### src/rtl/fv_pkg.sv
// Shared FV types: the EX queue entry record and default sizing for the
// fetch/commit interfaces.
package fv_pkg;

   localparam int unsigned FV_EXQ_DEPTH              = 8;
   localparam int unsigned FV_IF_MAX_INSTR_PER_CYCLE = 2;
   localparam int unsigned FV_MAX_COMMIT_PER_CYCLE   = 2;
   localparam int unsigned FV_INSTR_W                = 32;
   localparam int unsigned FV_PC_W                   = 32;

   typedef struct packed {
      logic [FV_INSTR_W-1:0] instr;
      logic [FV_PC_W-1:0]    pc;
      logic [2:0]            instr_size;
      logic                  is_dup;
   } ex_queue_entry_t;

endpackage

### src/rtl/fv_ex_instr_queue_if.sv
// Signal bundle between fetch, the DUT commit/kill monitors and the EX
// instruction tracking queue.
interface fv_ex_instr_queue_if
   import fv_pkg::*;
#(
   parameter int unsigned DEPTH = FV_EXQ_DEPTH,
   parameter int unsigned IN_W  = FV_IF_MAX_INSTR_PER_CYCLE,
   parameter int unsigned CMT_W = FV_MAX_COMMIT_PER_CYCLE
) ();

   localparam int unsigned CNT_W = $clog2(DEPTH) + 1;

   logic [IN_W:1]             enq_valid;
   ex_queue_entry_t [IN_W:1]  enq_entry;
   logic                      enq_ready;
   logic [CMT_W:1]            commit;
   logic                      kill;
   logic                      is_empty;
   logic                      is_full;
   logic                      no_uncommitted_instr;
   logic [CNT_W-1:0]          count;
   logic [CMT_W:1]            check_committed_instr;
   ex_queue_entry_t [CMT_W:1] committed_entry;
   logic                      received_kill;
   logic                      killed_instr_found;
   ex_queue_entry_t           killed_instr;
   logic                      overflow_err;
   logic                      underflow_err;
   logic                      protocol_err;

   modport master (
      output enq_valid, enq_entry, commit, kill,
      input  enq_ready, is_empty, is_full, no_uncommitted_instr, count,
             check_committed_instr, committed_entry, received_kill,
             killed_instr_found, killed_instr, overflow_err, underflow_err,
             protocol_err
   );

   modport slave (
      input  enq_valid, enq_entry, commit, kill,
      output enq_ready, is_empty, is_full, no_uncommitted_instr, count,
             check_committed_instr, committed_entry, received_kill,
             killed_instr_found, killed_instr, overflow_err, underflow_err,
             protocol_err
   );

endinterface

### src/rtl/fv_slot_compactor.sv
// Packs the valid fetch slots into a dense list (slot 1 oldest) and reports
// how many were valid.
module fv_slot_compactor
   import fv_pkg::*;
#(
   parameter  int unsigned IN_W  = FV_IF_MAX_INSTR_PER_CYCLE,
   localparam int unsigned CNT_W = $clog2(IN_W) + 1
) (
   input  logic [IN_W:1]            valid_i,
   input  ex_queue_entry_t [IN_W:1] entry_i,
   output ex_queue_entry_t [IN_W:1] dense_o,
   output logic [CNT_W-1:0]         cnt_o
);

   // Running count is bumped before the write so it doubles as the 1-based
   // destination slot.
   always_comb begin
      dense_o = '0;
      cnt_o   = '0;
      for (int unsigned i = 1; i <= IN_W; i++) begin
         if (valid_i[i]) begin
            cnt_o          = cnt_o + CNT_W'(1);
            dense_o[cnt_o] = entry_i[i];
         end
      end
   end

endmodule

### src/rtl/fv_ex_instr_queue.sv
// In-order tracking queue between FV fetch and the EX/commit checkers:
// captures fetched instructions, retires them oldest-first, flushes on kill.
module fv_ex_instr_queue
   import fv_pkg::*;
#(
   parameter int unsigned DEPTH = FV_EXQ_DEPTH,
   parameter int unsigned IN_W  = FV_IF_MAX_INSTR_PER_CYCLE,
   parameter int unsigned CMT_W = FV_MAX_COMMIT_PER_CYCLE
) (
   input logic          clk,
   input logic          reset_,
   fv_ex_instr_queue_if.slave q
);

   localparam int unsigned PTR_W     = $clog2(DEPTH);
   localparam int unsigned CNT_W     = PTR_W + 1;
   localparam int unsigned ENQ_CNT_W = $clog2(IN_W) + 1;

   ex_queue_entry_t           mem_q [DEPTH];
   ex_queue_entry_t           mem_d [DEPTH];
   logic [PTR_W-1:0]          head_q, head_d, tail_q, tail_d;
   logic [CNT_W-1:0]          count_q, count_d;
   logic [CMT_W:1]            cmt_valid_q, cmt_valid_d;
   ex_queue_entry_t [CMT_W:1] cmt_entry_q, cmt_entry_d;
   logic                      rcv_kill_q, rcv_kill_d;
   logic                      kfound_q, kfound_d;
   ex_queue_entry_t           kinstr_q, kinstr_d;
   logic                      ovf_q, ovf_d, unf_q, unf_d, proto_q, proto_d;

   ex_queue_entry_t [IN_W:1]  enq_dense;
   logic [ENQ_CNT_W-1:0]      enq_cnt;
   logic [CNT_W-1:0]          n_req, n_pop, remain;
   logic                      lead_run, thermo_bad;
   logic                      enq_ready, enq_any, underflow;
   logic [PTR_W-1:0]          rd_idx, kill_idx;

   fv_slot_compactor #(.IN_W(IN_W)) u_compactor (
      .valid_i (q.enq_valid),
      .entry_i (q.enq_entry),
      .dense_o (enq_dense),
      .cnt_o   (enq_cnt)
   );

   // Leading-ones count of commit; any set bit after the first zero is a
   // protocol violation but does not add to the retire count.
   always_comb begin
      n_req      = '0;
      lead_run   = 1'b1;
      thermo_bad = 1'b0;
      for (int unsigned k = 1; k <= CMT_W; k++) begin
         if (q.commit[k] && lead_run) begin
            n_req = n_req + CNT_W'(1);
         end else begin
            if (q.commit[k]) thermo_bad = 1'b1;
            lead_run = 1'b0;
         end
      end
   end

   assign underflow = n_req > count_q;
   assign n_pop     = underflow ? count_q : n_req;
   assign remain    = count_q - n_pop;
   assign enq_ready = count_q <= CNT_W'(DEPTH - IN_W);
   assign enq_any   = |q.enq_valid;
   assign kill_idx  = head_q + n_pop[PTR_W-1:0];

   always_comb begin
      mem_d       = mem_q;
      cmt_valid_d = '0;
      cmt_entry_d = '0;
      rd_idx      = head_q;
      for (int unsigned k = 1; k <= CMT_W; k++) begin
         rd_idx         = head_q + PTR_W'(k - 1);
         cmt_valid_d[k] = CNT_W'(k) <= n_pop;
         if (cmt_valid_d[k]) cmt_entry_d[k] = mem_q[rd_idx];
      end

      rcv_kill_d = q.kill;
      kfound_d   = q.kill && (remain != '0);
      kinstr_d   = kfound_d ? mem_q[kill_idx] : '0;

      ovf_d   = ovf_q | (enq_any && !enq_ready);
      unf_d   = unf_q | underflow;
      proto_d = proto_q | thermo_bad;

      // Commits drain first; a kill then discards whatever remains plus
      // this cycle's enqueue, leaving head == tail.
      head_d  = head_q + n_pop[PTR_W-1:0];
      tail_d  = tail_q;
      count_d = remain;
      if (q.kill) begin
         head_d  = tail_q;
         count_d = '0;
      end else if (enq_any && enq_ready) begin
         for (int unsigned j = 1; j <= IN_W; j++) begin
            if (ENQ_CNT_W'(j) <= enq_cnt) mem_d[tail_q + PTR_W'(j - 1)] = enq_dense[j];
         end
         tail_d  = tail_q + PTR_W'(enq_cnt);
         count_d = remain + CNT_W'(enq_cnt);
      end
   end

   always_ff @(posedge clk or posedge reset_) begin
      if (reset_) begin
         for (int unsigned i = 0; i < DEPTH; i++) mem_q[i] <= '0;
         head_q      <= '0;
         tail_q      <= '0;
         count_q     <= '0;
         cmt_valid_q <= '0;
         cmt_entry_q <= '0;
         rcv_kill_q  <= 1'b0;
         kfound_q    <= 1'b0;
         kinstr_q    <= '0;
         ovf_q       <= 1'b0;
         unf_q       <= 1'b0;
         proto_q     <= 1'b0;
      end else begin
         mem_q       <= mem_d;
         head_q      <= head_d;
         tail_q      <= tail_d;
         count_q     <= count_d;
         cmt_valid_q <= cmt_valid_d;
         cmt_entry_q <= cmt_entry_d;
         rcv_kill_q  <= rcv_kill_d;
         kfound_q    <= kfound_d;
         kinstr_q    <= kinstr_d;
         ovf_q       <= ovf_d;
         unf_q       <= unf_d;
         proto_q     <= proto_d;
      end
   end

   assign q.enq_ready             = enq_ready;
   assign q.is_empty              = count_q == '0;
   assign q.no_uncommitted_instr  = count_q == '0;
   assign q.is_full               = count_q == CNT_W'(DEPTH);
   assign q.count                 = count_q;
   assign q.check_committed_instr = cmt_valid_q;
   assign q.committed_entry       = cmt_entry_q;
   assign q.received_kill         = rcv_kill_q;
   assign q.killed_instr_found    = kfound_q;
   assign q.killed_instr          = kinstr_q;
   assign q.overflow_err          = ovf_q;
   assign q.underflow_err         = unf_q;
   assign q.protocol_err          = proto_q;

endmodule

### src/flat_wrapper.sv
// flat-port wrapper written by rule: the top's interface ports become plain ports
module fv_ex_instr_queue_flat import fv_pkg::*;
#(
   parameter int unsigned DEPTH = FV_EXQ_DEPTH,
   parameter int unsigned IN_W  = FV_IF_MAX_INSTR_PER_CYCLE,
   parameter int unsigned CMT_W = FV_MAX_COMMIT_PER_CYCLE
)
  (clk, reset_, q_enq_valid, q_enq_entry, q_commit, q_kill, q_enq_ready, q_is_empty, q_is_full, q_no_uncommitted_instr, q_count, q_check_committed_instr, q_committed_entry, q_received_kill, q_killed_instr_found, q_killed_instr, q_overflow_err, q_underflow_err, q_protocol_err);
  fv_ex_instr_queue_if #(.DEPTH(DEPTH), .IN_W(IN_W), .CMT_W(CMT_W)) q_i ();
  input logic clk;
  input logic reset_;
  input wire logic [$bits(q_i.enq_valid)-1:0] q_enq_valid;
  input wire logic [$bits(q_i.enq_entry)-1:0] q_enq_entry;
  input wire logic [$bits(q_i.commit)-1:0] q_commit;
  input wire logic [$bits(q_i.kill)-1:0] q_kill;
  output wire logic [$bits(q_i.enq_ready)-1:0] q_enq_ready;
  output wire logic [$bits(q_i.is_empty)-1:0] q_is_empty;
  output wire logic [$bits(q_i.is_full)-1:0] q_is_full;
  output wire logic [$bits(q_i.no_uncommitted_instr)-1:0] q_no_uncommitted_instr;
  output wire logic [$bits(q_i.count)-1:0] q_count;
  output wire logic [$bits(q_i.check_committed_instr)-1:0] q_check_committed_instr;
  output wire logic [$bits(q_i.committed_entry)-1:0] q_committed_entry;
  output wire logic [$bits(q_i.received_kill)-1:0] q_received_kill;
  output wire logic [$bits(q_i.killed_instr_found)-1:0] q_killed_instr_found;
  output wire logic [$bits(q_i.killed_instr)-1:0] q_killed_instr;
  output wire logic [$bits(q_i.overflow_err)-1:0] q_overflow_err;
  output wire logic [$bits(q_i.underflow_err)-1:0] q_underflow_err;
  output wire logic [$bits(q_i.protocol_err)-1:0] q_protocol_err;
  assign q_i.enq_valid = q_enq_valid;
  assign q_i.enq_entry = q_enq_entry;
  assign q_i.commit = q_commit;
  assign q_i.kill = q_kill;
  assign q_enq_ready = q_i.enq_ready;
  assign q_is_empty = q_i.is_empty;
  assign q_is_full = q_i.is_full;
  assign q_no_uncommitted_instr = q_i.no_uncommitted_instr;
  assign q_count = q_i.count;
  assign q_check_committed_instr = q_i.check_committed_instr;
  assign q_committed_entry = q_i.committed_entry;
  assign q_received_kill = q_i.received_kill;
  assign q_killed_instr_found = q_i.killed_instr_found;
  assign q_killed_instr = q_i.killed_instr;
  assign q_overflow_err = q_i.overflow_err;
  assign q_underflow_err = q_i.underflow_err;
  assign q_protocol_err = q_i.protocol_err;
  fv_ex_instr_queue #(.DEPTH(DEPTH), .IN_W(IN_W), .CMT_W(CMT_W)) u_core (.clk(clk), .reset_(reset_), .q(q_i));
endmodule
### config.mk
export PLATFORM = sky130hd
export DESIGN_NAME = fv_ex_instr_queue_flat
export DESIGN_NICKNAME = d
export VERILOG_FILES = /design/src/rtl/fv_pkg.sv /design/src/rtl/fv_ex_instr_queue_if.sv /design/src/rtl/fv_slot_compactor.sv /design/src/rtl/fv_ex_instr_queue.sv /design/src/flat_wrapper.sv
export SDC_FILE = /design/constraint.sdc
export NUM_CORES = 2
export LEC_CHECK = 0
export CORE_UTILIZATION = 50
export CTS_BUF_LIST = sky130_fd_sc_hd__clkbuf_4
export CTS_CLUSTER_SIZE = 28
export DETAILED_ROUTE_END_ITERATION = 12
export PLACE_DENSITY = 0.74
export SLEW_MARGIN = 40
export SYNTH_ARGS = -nofsm -noshare
export SYNTH_HDL_FRONTEND = slang
export SYNTH_SLANG_ARGS = --single-unit
### constraint.sdc
create_clock -name clk -period 38.4 [get_ports clk]
set_input_delay 7.68 -clock clk [delete_from_list [all_inputs] [get_ports clk]]
set_output_delay 7.68 -clock clk [all_outputs]
set_load 0.03 [all_outputs]
==> impl_results.md <==
- Clock buffer depth: 3
- Hold WC Path Type: reg -> reg
- Clock Latency Late Sink: 1150 ps
- Placed cell count: 4639
- Rel. slew slack: 0.365
- DR vias: 38063
- Clock Sinks: 765
- Setup_tns: 0 ps
- Fin nets: 3880
- Number of enable flip-flop cells after synthesis: 0
- Placer Congestion: 0.854
- Die height: 294 um
- Endpoints failing setup: 0
- Die W: 294 um
- Post-synth top flop: dfrtp_1
- Async SR Flop Fraction: 1.00
- Share of cells above drive strength 1: 0.222
- Total track usage: 0.374
- Max cap viols: 0
- Post-CTS setup buffer count: 0
- Fin util: 0.591
- Clock transition at path regs: 60 ps
- Ports: 362
- 1st-pass router iterations: 8
- Highest-count cells in the layout ignoring fill and taps: 762 x dfrtp_1, 544 x o22ai_1, 544 x a22o_1
- Placed Instance Area: 0.0470 mm2
- Worst path arrival time: 12760 ps
- Fmax: 0.0845 GHz
- Startpoint types: input pin
- Num CTS Buffers: 204
- Grt total ovfl: 0
- Required @ worst endpoint: 39330 ps
- Power density over the cells: 95.9 mW/mm2
- Final routed DRC violation total: 0
- Largest net degree at the start of global routing: 130
- Syn_nets: 3636
- Fin. max-slew vios: 0
- Post-Route Skew: 95.1 ps
- Area grow syn2layout: 16.6%
- Final min period: 11830 ps
- Worst-Margin Slew: 953 ps
- CTS tree: done
- Synthesized netlist cell count: 3475
- Synthesized area: 0.0426 mm2
- #FFs+latches synth: 765
- Initial antenna violation count: 4
- Detail Placement HPWL: 86000 um
- Finished Cell Area: 0.0497 mm2
- Sequential area share after synthesis: 0.450
- Tcrit/Tclk final: 0.308
- Core area: 0.0840 mm2
- Final hold vios: 0
- P_leak: 20.1 nW
- Commonest non-fill, non-tap cell in the layout: dfrtp_1
- Kind of end point of the critical path: flip-flop
- Remaining antenna violation count: 0
- Ys Warns: 0
- Port Buffer Count: 361
- Cell variety after synth: 40
- Die area: 0.0863 mm2
- Worst setup path class: in -> reg
- RSZ-0062 raised after global routing: no
- Status: finished, final reports clean
- Number of global-route vias before repair: 38165
- Final hold slack: 463 ps
- First-pass GRT wire length: 240000 um
- 1st-iter DRT viols: 6134
- Number of cell rows: 106
- Worst vdd ir: 0.000146 V
- Post-cts sizing count: 0
- Hold buffers post-CTS: 0
- Cell Count, Final, Fillers Out: 5001
- Vias per cell: 7.61
- Synthesized area per cell: 12.3 um2
- Worst-path fanout max: 58
- Initial core utilization: 0.507
- Root Buffer: clkbuf_4
- Routed len/inst: 32.4 um
- Htree depth: 4
- Total Wirelength: 162000 um
-- report_power, final --
group / internal [mW] / switching [mW]
Combinational: 1.22 / 1.38
Clock: 0.368 / 0.369
Sequential: 1.11 / 0.322
Total: 2.69 / 2.07
-- worst max-delay path, cell delays in order --
cell,delay (ps)
clkdlybuf4s50_1,570
and2_1,220
ha_1,260
nor2b_1,130
o21ai_1,520
mux2i_4,330
buf_4,390
inv_1,160
fa_4,1100
buf_6,620
mux4_2,590
nand2_1,80
a21oi_1,70
-- cell families (layout without fill, tap and decap cells) --
family          count (synthesis)  after routing  share of synthesized area
fa+ha+maj                      18             18                    0.00600
simple gates                  461            461                     0.0427
xor+xnor                        9              9                    0.00185
mux                           482            482                      0.233
flops                         765            765                      0.450
other cells                     0              1                          0
buf+inv                       428            819                     0.0433
compound gates               1312           1312                      0.223
-- Yosys cell counts, drive strengths merged (3+ instances only) --
library cell	instances	area (um2)
clkbuf	294	1100
a21o	9	67.6
buf	117	677
a22o	544	4760
xor2	5	43.8
dfrtp	765	19100
nor2b	5	31.3
nor3	4	20.0
nand2	354	1330
mux2i	71	711
o22ai	544	3400
inv	17	63.8
nand3	3	15.0
nand2b	3	18.8
o21ai	3	15.0
xnor2	4	35.0
ha	14	175
a21oi	139	696
a22oi	68	510
mux2	3	33.8
nor2	78	293
fa	4	80.1
mux4	408	9190
-- flip-flops by register name, summed over array words and instances, names as in the netlist --
name / count
u_core.head_q: 3
u_core.mem_q: 544
u_core.q.check_committed_instr: 2
u_core.q.committed_entry: 136
u_core.q.count: 4
u_core.q.killed_instr: 68
u_core.q.killed_instr_found: 1
u_core.q.overflow_err: 1
u_core.q.protocol_err: 1
u_core.q.received_kill: 1
u_core.q.underflow_err: 1
u_core.tail_q: 3
-- routing by layer --
metal / up-vias / routed length [um] / global-route usage / part of all wire
met1: 18814 / 55200 / 0.489 / 0.34
met5: - / 14 / 0.00113 / 0.000087
met2: 3804 / 70000 / 0.528 / 0.43
met4: 4 / 10700 / 0.230 / 0.066
li1: 14625 / - / - / -
met3: 816 / 25900 / 0.138 / 0.16
-- final cells by class --
cell class	instances	area, um2
well taps	1134	1420
flip-flops and latches	765	19200
inverters	17	71.3
diodes	1	2.50
clock inverters	49	272
repair buffers	449	4590
fillers	6615	34300
multi-input cells	2282	21900
clock buffers	304	2280
-- final timing paths --
check,slack (ps),to,startpoint,cells past startpoint
max,26570,u_core.q.killed_instr[67],q_commit[0],13
min,460,u_core.q.protocol_err,u_core.q.protocol_err,1
max reg2reg,33170,u_core.q.killed_instr[67],u_core.q.count[1],12
min reg2reg,460,u_core.q.protocol_err,u_core.q.protocol_err,1
max in group asynchronous,28790,u_core.mem_q[55],reset_,5
min in group asynchronous,7080,u_core.q.committed_entry[26],reset_,2
-- per-stage QoR --
step,setup slack (ps),power (mW)
CTS,26490,4.68
detailed placement,25310,3.95
finish,26570,4.76
floorplan,9250,3.16
global placement,25460,3.86
global route,26460,4.94
Note: power is estimated with default switching activity, not from simulation.
